## src/rtl/kernel_share_arbiter.sv

```systemverilog
// rtl/kernel_share_arbiter.sv - round-robin sharing of one in-order kernel among N_REQ requesters
//
// Ports:
//   clk            single clock, all state on the rising edge
//   rst            asynchronous active-low reset
//   req_data       N_REQ*DATA_W argument data, slice i belongs to requester i
//   req_valid      per-requester argument valid
//   req_ready      per-requester argument ready (at most one bit set)
//   rsp_data       shared result data (mirror of k_out0)
//   rsp_valid      per-requester result valid (only the head-tag owner)
//   rsp_ready      per-requester result ready
//   k_arg0         kernel argument data
//   k_arg0_valid   kernel argument valid
//   k_arg0_ready   kernel argument ready
//   k_out0         kernel result data
//   k_out0_valid   kernel result valid
//   k_out0_ready   kernel result ready
//   inflight       number of issued arguments whose results are still outstanding
//   err            sticky: kernel produced a result with nothing outstanding
module kernel_share_arbiter #(
  parameter int DATA_W = 10,
  parameter int N_REQ  = 4,
  parameter int DEPTH  = 4
) (
  input  logic                       clk,
  input  logic                       rst,
  input  logic [N_REQ*DATA_W-1:0]    req_data,
  input  logic [N_REQ-1:0]           req_valid,
  output logic [N_REQ-1:0]           req_ready,
  output logic [DATA_W-1:0]          rsp_data,
  output logic [N_REQ-1:0]           rsp_valid,
  input  logic [N_REQ-1:0]           rsp_ready,
  output logic [DATA_W-1:0]          k_arg0,
  output logic                       k_arg0_valid,
  input  logic                       k_arg0_ready,
  input  logic [DATA_W-1:0]          k_out0,
  input  logic                       k_out0_valid,
  output logic                       k_out0_ready,
  output logic [$clog2(DEPTH+1)-1:0] inflight,
  output logic                       err
);

  localparam int TAG_W = (N_REQ > 1) ? $clog2(N_REQ) : 1;
  localparam int PTR_W = (DEPTH > 1) ? $clog2(DEPTH) : 1;
  localparam int CNT_W = $clog2(DEPTH + 1);

  typedef enum logic {IDLE, LOCK} state_t;

  state_t             state, state_nxt;
  logic [TAG_W-1:0]   rr_ptr;
  logic [TAG_W-1:0]   lock_grant;

  logic [TAG_W-1:0]   tag_mem [DEPTH];
  logic [PTR_W-1:0]   wr_ptr, rd_ptr;
  logic [CNT_W-1:0]   count;

  logic               fifo_full, fifo_empty;
  logic [TAG_W-1:0]   head_tag;

  logic               any_valid;
  logic [TAG_W-1:0]   rr_sel;
  logic               grant_valid;
  logic [TAG_W-1:0]   grant;
  logic               push, pop;
  logic               head_ready;

  assign fifo_full  = (count == CNT_W'(DEPTH));
  assign fifo_empty = (count == '0);
  assign head_tag   = tag_mem[rd_ptr];

  // Round-robin search: walk downward over the distance from rr_ptr so the
  // last hit is the nearest valid requester at or above rr_ptr (with wrap).
  always_comb begin
    int idx;
    any_valid = 1'b0;
    rr_sel    = '0;
    idx       = 0;
    for (int k = N_REQ - 1; k >= 0; k--) begin
      idx = int'(rr_ptr) + k;
      if (idx >= N_REQ) idx = idx - N_REQ;
      if (req_valid[idx]) begin
        any_valid = 1'b1;
        rr_sel    = TAG_W'(idx);
      end
    end
  end

  // Grant selection and FSM next state. In LOCK the registered grant is
  // reused verbatim so a stalled argument can never be re-arbitrated away.
  always_comb begin
    state_nxt   = state;
    grant_valid = 1'b0;
    grant       = rr_sel;
    case (state)
      IDLE: begin
        if (!fifo_full && any_valid) begin
          grant_valid = 1'b1;
          grant       = rr_sel;
          if (!k_arg0_ready) state_nxt = LOCK;
        end
      end
      LOCK: begin
        grant_valid = 1'b1;
        grant       = lock_grant;
        if (k_arg0_ready) state_nxt = IDLE;
      end
      default: state_nxt = IDLE;
    endcase
  end

  // Outputs are gated by rst so nothing is offered while reset is held,
  // even though requesters may keep their valids asserted.
  assign k_arg0_valid = grant_valid & rst;
  assign k_arg0       = req_data[int'(grant)*DATA_W +: DATA_W];

  always_comb begin
    req_ready = '0;
    for (int i = 0; i < N_REQ; i++) begin
      req_ready[i] = k_arg0_valid && k_arg0_ready && (grant == TAG_W'(i));
    end
  end

  always_comb begin
    head_ready = 1'b0;
    rsp_valid  = '0;
    for (int i = 0; i < N_REQ; i++) begin
      if (head_tag == TAG_W'(i)) begin
        head_ready   = rsp_ready[i];
        rsp_valid[i] = k_out0_valid && !fifo_empty && rst;
      end
    end
  end

  assign rsp_data     = k_out0;
  assign k_out0_ready = head_ready && !fifo_empty && rst;

  assign push = k_arg0_valid && k_arg0_ready;
  assign pop  = k_out0_valid && k_out0_ready;

  always_ff @(posedge clk or negedge rst) begin
    if (!rst) begin
      state      <= IDLE;
      rr_ptr     <= '0;
      lock_grant <= '0;
      wr_ptr     <= '0;
      rd_ptr     <= '0;
      count      <= '0;
      err        <= 1'b0;
    end else begin
      state <= state_nxt;
      if (state == IDLE && state_nxt == LOCK) lock_grant <= grant;
      if (push) begin
        rr_ptr <= (grant == TAG_W'(N_REQ - 1)) ? '0 : grant + 1'b1;
        wr_ptr <= wr_ptr + 1'b1;
      end
      if (pop) rd_ptr <= rd_ptr + 1'b1;
      // Full blocks push in IDLE and empty blocks pop, so count stays in 0..DEPTH.
      if (push && !pop)      count <= count + 1'b1;
      else if (pop && !push) count <= count - 1'b1;
      if (k_out0_valid && fifo_empty) err <= 1'b1;
    end
  end

  // Tag storage needs no reset: entries are only read while count is non-zero.
  always_ff @(posedge clk) begin
    if (push) tag_mem[wr_ptr] <= grant;
  end

  assign inflight = count;

endmodule

```

## config.mk

```make
export PLATFORM = sky130hd
export DESIGN_NAME = kernel_share_arbiter
export DESIGN_NICKNAME = d
export VERILOG_FILES = /design/src/rtl/kernel_share_arbiter.sv
export SDC_FILE = /design/constraint.sdc
export NUM_CORES = 1
export LEC_CHECK = 0
export BUFFER_PORTS_ARGS = -buffer_cell sky130_fd_sc_hd__buf_2
export CAP_MARGIN = 20
export CORE_MARGIN = 2
export CORE_UTILIZATION = 35
export CTS_CLUSTER_DIAMETER = 60
export DETAILED_ROUTE_END_ITERATION = 10
export PLACE_DENSITY = 0.7
export SETUP_SLACK_MARGIN = 0.5
export SYNTH_ARGS = -nofsm -noshare
export SYNTH_HDL_FRONTEND = slang
export SYNTH_SLANG_ARGS = --single-unit
```

## constraint.sdc

```tcl
create_clock -name clk -period 6.64 [get_ports clk]
set_input_delay 0.664 -clock clk [delete_from_list [all_inputs] [get_ports clk]]
set_output_delay 0.664 -clock clk [all_outputs]
set_load 0.1 [all_outputs]
```

# == Word level (Yosys, flattened, before mapping) ==
# Memory sizes are Yosys's and may differ from the RTL's.
# Cells that the tools add are included.
# word_totals
mem_bits_ro,0
out_inout_bits,34
input_bits,62
n_memories,1
latchBits,0
register_bits,13
ram_bits,8
# op_classes
div_mod_pow,0
n_reduce_logical,23
n_lt_le_gt_ge,8
add_sub_neg,12
bitwise_logic,2
eq_ne,7
shifts,1
mux,43
multipliers,1
# mem_list
memory,depth,word_bits,rd,rd_ports_with_merged_regs,write_ports,line,text
tag_mem,4,2,1,0,1,53,logic [TAG_W-1:0] tag_mem [DEPTH];
# op_table
operator,count
32-bit by 4-bit less-than comparator with 1-bit output (second input constant),4
32-bit two-way mux,4
40-bit by 7-bit indexed part select with 10-bit output,1
1-bit two-way mux,25
1-bit logical AND,15
3-bit by 3-bit subtractor with 4-bit output (second input constant),3
2-bit two-way mux,5
3-bit greater-or-equal comparator (second input constant),3
1-bit binary-select mux with 2-bit select,4
2-bit equality test (second input constant),4
2-bit by 1-bit adder with 2-bit output (second input constant),3
2-bit by 2-bit adder with 3-bit output (second input constant),2
3-bit two-way mux,2
2-bit by 3-bit multiplier with 5-bit output (second input constant),1
2-bit by 1-bit equality test with 1-bit output (second input constant),2
1-bit logical NOT,4
2-bit logical NOT,2
1-bit case mux with 2 select lines,2
2-bit case mux with 2 select lines,1
2-bit by 3-bit subtractor with 4-bit output (second input constant),1
2-bit by 1-bit adder with 3-bit output (second input constant),1
3-bit by 1-bit adder with 3-bit output (second input constant),1
3-bit equality test (second input constant),1
2-bit by 3-bit greater-or-equal comparator with 1-bit output (second input constant),1
other kinds (5),5

# == Depth between registers and ports, before layout ==
# Gate-level depths: netlist (run 1).
# logic_depth
ltp_word,19
depth_mapped,10
mapped_depth_nobuf,10

# == Worst setup path before layout (run 1) ==
# OpenSTA, ideal clock, no wires.
# synth_path
kind,register to output
startpoint,"reg count[0], in the netlist inflight[0]"
endpoint,out req_ready[0]
t_required_ns,5.976
path_stages_with_launch,7
slack_ns,2.578
arrival_time_ns,3.398
path_cell_list,dfrtp_1 > nor2_1 > a21oi_1 > nor2_1 > nor2b_1 > clkbuf_1 > and3_1
# synth_between
elab_chain_cells,8
# synth_lines
item,line,text
from (decl),55,logic [CNT_W-1:0] count;
from (signal assigned),158,if (push && !pop) count <= count + 1'b1;
from (signal assigned),159,else if (pop && !push) count <= count - 1'b1;
3-bit equality test,67,assign fifo_full = (count == CNT_W'(DEPTH));
1-bit logical NOT,96,if (!fifo_full && any_valid) begin
1-bit logical AND,96,
1-bit two-way mux,96,
1-bit case mux with 2 select lines,94,case (state)
1-bit AND,113,assign k_arg0_valid = grant_valid & rst;
via k_arg0_valid,34,"output logic k_arg0_valid,"
1-bit logical AND (2 in series),119,req_ready[i] = k_arg0_valid && k_arg0_ready && (grant == TAG_W'(i));
to (decl),29,"output logic [N_REQ-1:0] req_ready,"
# The timed path passes the listed nets, and every way through them passes these cells.

# == Worst setup path in the final report (run 1) ==
# layout_path
startpoint,in req_valid[3]
endpoint,out req_ready[3]
# layout_between
elab_chain_cells,13
# layout_lines
item,line,text
from (decl),28,"input logic [N_REQ-1:0] req_valid,"
1-bit binary-select mux with 2-bit select,81,if (req_valid[idx]) begin
1-bit two-way mux (not written as such) (2 in series),81,
1-bit two-way mux (4 in series),81,
1-bit logical AND,96,
1-bit two-way mux,96,
1-bit case mux with 2 select lines,94,
1-bit AND,113,
1-bit logical AND,119,
1-bit logical AND *,119,
# Mark *: on every way between the ends. The rest lies on a longest branch, timed or not. The select of a mux whose other input is x is not followed.

==> impl_metrics.toml, run 1 <==
[clock_network]
cts_buffers = 3
post_cts_buffers = 0
ctsResizeCount = 0
clk_latency_ps = 260
cts-root-buf = "clkbuf_8"
cts_hold_buf = 0
cts_tree = "done"
cts_buffer_depth = 2
clkSinkCount = 21
cts_max_level = 1
path_clk_slew_ps = 80

[critical_path]
critPathBufInv = 2
cpLargestDelayFamily = "compound AO/OA/AOI/OAI gates"
r2r_slack_ps = 3920
cp_data_required_time_ps = 5980
critPathKind = "in2out"
worstSetupEndpointType = "output pin"
cp_common_cell = "buf_2"
cpMaxStageDelayCell = "o21ai_2"
crit_end = "req_ready[3]"
start_kind = "input pin"
crit_fanout = 18
r2r-start = "rd_ptr[0]"
critPathLaunch = "req_valid[3]"
worstPathArrival_ps = 2910
worstPathCellList = "buf_2 > and2b_2 > o21ai_0 > o221ai_1 > o21ai_2 > ha_1 > and3_1 > buf_2"
critPathMaxStageDelay_ps = 760
r2r_cells = 8
cp.depth = 8
r2r-end = "inflight[1]"

[global_routing]
grt_start_max_net_pins = 22
met1_usage_pct = 14.1
grt.busiest_layer = "met2"
grt_pass1_vias = 1223
antenna_found_initial = 0
grt_util_all_layers_pct = 12.6
overflow = 0
met2_usage_pct = 23.3
gr-usage-met3_pct = 3.19
grt_pass1_wl_um = 5110

[floorplanning]
die_width_um = 72.0
dieArea_um2 = 5180
ios = 96
num_rows = 24
start_util_pct = 36.6
die_h_um = 72.0
core_area_um2 = 4410

[yosys]
synth_edf_count = 8
ys_seq_elements = 21
ys_warn_count = 0
yosysTopAreaCell = "mux2i_1"
ys_types = 34
synth_common_cells = "mux2i_1 (33), dfrtp_1 (13), buf_4 (11)"
syn-mean-instance-area_um2 = 10.7
synthCells = 151
synth-main-ff-cell = "dfrtp_1"
yosysMostFrequentCell = "mux2i_1"
netlist.area_leader.share_pct = 20.4
synth_area_um2 = 1620
async_reset_ff_share_pct = 61.9
yosys-top-cells-area = "mux2i_1 (20%), dfrtp_1 (20%), edfxtp_1 (15%), ha_1 (7.0%), buf_4 (5.1%)"
yosysSeqAreaShare_pct = 35.0
syn_nets = 223

[finish]
area_growth_pct = 23.8
layout-drive-gt1-share_pct = 40.9
num_antenna_cells = 0
nNetsFinal = 288

[route]
drc_errors = 0
via_per_inst = 4.90
drt-wirelength-per-cell_um = 12.0
vias = 1307
drt-pass1-iter-count = 3
antenna_left = 0
first_iter_violations = 54
routed_wl_um = 3210

[outcome]
status = "completed"

[sta]
tns_ps = 0
rsz0062_at_grt = "no"
relSlewSlack_pct = 37.1
max_freq_ghz = 0.280
finalHoldViolations = 0
fin_crit_ps = 3570
period_share_pct = 53.8
finalSetupViolCount = 0
setup_ws_ps = 3070
final_max_slew_viol_count = 0
worstMarginPinSlew_ps = 944
clock_skew_ps = 3.99

[placed_design]
place_ws_ps = 3010
hpwlAfterDp_um = 2570
gp_congestion = 0.815
numPortBuffers = 75

[min_path]
hp-class = "in2async"

[power_and_ir_drop]
p_leak_nw = 1.01
finalPower_mw = 1.06
p_per_area_nw_per_um2 = 529
max-vdd-ir-drop_uv = 361

[run]
cap_violations = 0
==> registers in the layout, indices dropped and copies added, names as in the netlist <==
register,flops
err,1
inflight,3
lock_grant,2
rd_ptr,2
rr_ptr,2
state,1
tag_mem,8
wr_ptr,2
==> cell families after synthesis <==
| kind of cell | after synthesis | share of synthesized area (%) |
|---|---|---|
| AO/OA/AOI/OAI | 13 | 6.42 |
| XOR/XNOR | 6 | 3.25 |
| adder cells (fa/ha/maj) | 10 | 8.20 |
| buffers and inverters | 23 | 8.82 |
| flip-flops | 21 | 35.0 |
| multiplexers | 38 | 25.3 |
| AND/OR/NAND/NOR | 40 | 13.0 |
==> worst min-delay path by stage <==
stage	startpoint	to	slack, ps	cells after the start
6_report	rst	err	300	1
2_1_floorplan	rst	err	370	0
3_3_place_gp	err	err	430	1
4_1_cts	rst	err	310	1
3_5_place_dp	err	err	450	1
5_1_grt	rst	err	320	1
==> final cells by class <==
class / count / area [µm²]
well taps: 52 / 65.1
multi-input cells: 107 / 912
inverters: 7 / 26.3
fillers: 412 / 2410
repair buffers: 76 / 383
flip-flops and latches: 21 / 566
clock inverters: 1 / 7.51
clock buffers: 3 / 41.3
==> stage by stage <==
step	hold slack, ps	utilization [%]	cells	area, µm²
global route	320	45.3	267	2000
global placement	435	44.2	263	1950
detailed placement	451	44.2	263	1950
floorplan	368	-	151	1620
finish	299	45.3	267	2000
CTS	309	45.3	267	2000
==> per-layer routing <==
metal	share of wire, %	routed length, µm
met1	42	1340
met2	47	1520
met3	9.8	315
met4	0.93	30
met5	0	0
==> layout by cell type (no fill, tap or decap), types with 2 or more instances in the layout <==
cell	instances
and3_1	9
dfrtp_1	13
clkbuf_8	3
mux2i_1	33
mux2_2	3
o21ai_0	3
ha_1	9
nor4_1	2
xor2_1	2
nand2_1	10
inv_1	7
edfxtp_1	8
a21oi_1	2
and3b_1	2
xnor2_1	4
mux4_2	2
nor2_1	9
buf_2	75
nor2b_1	3
==> where the power goes <==
group          total [mW]  leakage [nW]  switching (mW)  internal (mW)
Clock              0.0841        0.0217          0.0418         0.0423
Combinational       0.742         0.761           0.553          0.189
Sequential          0.233         0.227          0.0480          0.185
Total                1.06          1.01           0.643          0.416
Power figures use the tool's default switching activity.
==> run 2, diff against run 1 <==
--- a/config.mk
+++ b/config.mk
@@ -5,13 +5,14 @@
 export SDC_FILE = /design/constraint.sdc
 export NUM_CORES = 1
 export LEC_CHECK = 0
+export ABC_AREA = 1
 export BUFFER_PORTS_ARGS = -buffer_cell sky130_fd_sc_hd__buf_2
 export CAP_MARGIN = 20
 export CORE_MARGIN = 2
 export CORE_UTILIZATION = 35
 export CTS_CLUSTER_DIAMETER = 60
 export DETAILED_ROUTE_END_ITERATION = 10
-export PLACE_DENSITY = 0.7
+export PLACE_DENSITY = 0.67
 export SETUP_SLACK_MARGIN = 0.5
 export SYNTH_ARGS = -nofsm -noshare
 export SYNTH_HDL_FRONTEND = slang
==> constraint.sdc (replaced) <==
create_clock -name clk -period 3.7 [get_ports clk]
set_input_delay 0.37 -clock clk [delete_from_list [all_inputs] [get_ports clk]]
set_output_delay 0.37 -clock clk [all_outputs]
set_load 0.1 [all_outputs]
==> run 2 against run 1 <==
Net effect: first-iteration DRC count up 39%; worst setup slack got worse by 2300 ps; routed wire length up 42%; register-to-register slack got worse by 2800 ps; largest cell class unchanged; area after synthesis grew 21%; synthesized cell count up 100%; critical path depth is 5 higher; flip-flop and latch count unchanged; via count up 50%.
==> impl_metrics.toml, run 2 <==
[finish]
final_util_pct = 43.5
layout-drive-gt1-share_pct = 25.6
seq_area_um2 = 578
nNetsFinal = 436
num_antenna_cells = 0
area_growth_pct = 21.2
multi_input_area_um2 = 997
largest-register = "tag_mem"
finalNonFillerCells = 435
fillCellCount = 584
final_common_cell = "nand2_1"
largest_reg_flops = 8
final_cell_mix = "nand2_1 (82), buf_2 (72), inv_1 (69)"

[global_routing]
grt_util_all_layers_pct = 14.8
grt_start_max_net_pins = 29
antenna_found_initial = 0
grt_pass1_wl_um = 7480
overflow = 0
grt_pass1_vias = 1749

[clock_network]
path_clk_slew_ps = 70
cts_tree = "done"
clk_latency_ps = 260
cts_max_level = 1
cts_buffer_depth = 2
cts_buffers = 3
cts-root-buf = "clkbuf_8"
clkSinkCount = 21
post_cts_buffers = 0

[sta]
relSlewSlack_pct = 46.9
period_share_pct = 78.8
worstMarginPinSlew_ps = 794
fin_crit_ps = 2910
finalHoldViolations = 0
finalSetupViolCount = 0
tns_ps = 0
clock_skew_ps = 1.33
max_freq_ghz = 0.343
final_max_slew_viol_count = 0
rsz0062_at_grt = "no"

[run]
cap_violations = 0

[floorplanning]
num_rows = 27
core_area_um2 = 5470
die_width_um = 78.9
ios = 96
start_util_pct = 35.9
dieArea_um2 = 6220
die_h_um = 78.9

[yosys]
ys_warn_count = 0
syn_nets = 375
synthCells = 303
syn-mean-instance-area_um2 = 6.48
netlist.area_leader.share_pct = 16.6
synth_edf_count = 8
ys_types = 30
synth_area_um2 = 1960
yosysMostFrequentCell = "nand2_1"
synth_common_cells = "nand2_1 (82), inv_1 (69), nand3_1 (51)"
yosys-top-cells-area = "dfrtp_1 (17%), nand2_1 (16%), inv_1 (13%), nand3_1 (13%), edfxtp_1 (12%)"
async_reset_ff_share_pct = 61.9
yosysSeqAreaShare_pct = 28.8
yosysTopAreaCell = "dfrtp_1"
synth-main-ff-cell = "dfrtp_1"
ys_seq_elements = 21

[critical_path]
cp_data_required_time_ps = 3330
r2r-end = "inflight[2]"
critPathKind = "reg2out"
cpMaxStageDelayCell = "dfrtp_2"
critPathMaxStageDelay_ps = 480
r2r_slack_ps = 1160
r2r-start = "rr_ptr[0]"
worstPathCellList = "inv_1 > nand2_1 > nand3_1 > nand2_1 > inv_1 > nand3b_1 > nand2_1 > nand2_4 > nand2_8 > ha_1 > inv_1 > nor2_1 > buf_2"
worstPathArrival_ps = 2540
worstSetupEndpointType = "output pin"
start_kind = "register"
r2r_cells = 13
crit_fanout = 28

[placed_design]
gp_congestion = 0.777
placed_cells = 431
hpwlAfterDp_um = 3640
numPortBuffers = 75

[route]
via_per_inst = 4.50
routed_wl_um = 4570
drc_errors = 0
drt-pass1-iter-count = 4
drt-wirelength-per-cell_um = 10.5
first_iter_violations = 75
antenna_left = 0
vias = 1957

[min_path]
hp-class = "in2async"

[outcome]
status = "completed"
-- run 2: cell types whose count changed after synthesis, moves of 3 or more --
cell,before,now
nand2_1,10,82
inv_1,7,69
nand3_1,1,51
mux2i_1,33,0
and3_1,9,0
nor2_1,9,17
buf_4,11,14
inv_2,0,3
nor2b_1,3,0
o21ai_1,1,4
-- run 2: final cells by class --
class | instances | area share, %
Timing Repair Buffer | 76 | 16.7
Tap cell | 72 | 3.79
Inverter | 72 | 11.4
Multi-Input combinational cell | 190 | 41.9
Clock inverter | 1 | 0.210
Clock buffer | 3 | 1.74
Sequential cell | 21 | 24.3
-- run 2: worst max-delay path by stage --
stage / startpoint / end / slack [ps] / cells after the start
global placement: rr_ptr[0] / req_ready[2] / 900 / 14
finish: rr_ptr[0] / req_ready[1] / 790 / 13
floorplan: inflight[0] / inflight[1] / 500 / 10
CTS: rr_ptr[0] / req_ready[0] / 500 / 14
global route: rr_ptr[0] / req_ready[1] / 510 / 14
detailed placement: rr_ptr[0] / req_ready[0] / 820 / 14
-- run 2: per-layer routing --
metal	up-vias	GRT usage, %	part of all wire, %
met5	-	0	0
met4	0	4.14	1.5
met3	7	3.18	8.1
met2	85	25.2	44
met1	834	18.9	46
li1	1031	-	-
-- run 2: worst max-delay path, delay by kind of cell (launching register included) --
family	cells	cell delay (ps)
buffers and inverters	4	680
DFF	1	480
and+or+nand+nor	8	940
adders and majority gates	1	180
-- run 2: per-stage QoR --
stage,cell area (µm²),hold slack [ps],worst slack [ps]
finish,2380,6.20,786
global route,2380,29.4,506
CTS,2360,6.75,501
detailed placement,2310,296,816
global placement,2310,292,896
floorplan,1980,74.4,505
-- run 2: cell families after synthesis --
kind of cell,count (synthesis),share of synthesized area (%)
AO/OA/AOI/OAI,15,4.53
XOR/XNOR,5,2.23
adder cells (fa/ha/maj),10,6.76
buffers and inverters,92,21.2
flip-flops,21,28.8
multiplexers,1,0.574
AND/OR/NAND/NOR,159,35.9
-- run 2: repair_timing --
item | 4_1_cts | 5_1_grt
cloned | 0 | 0
hold endpoints to repair | 0 | 0
resized for setup | 1 | 7
hold buffers | 0 | 0
pin swaps | 0 | 0
endpoints found under the setup margin | 1 | 14
Power of run 2 is left out: the tool's default activity adds up to more than one toggle a clock period on the data nets, which glitch-free logic cannot reach.
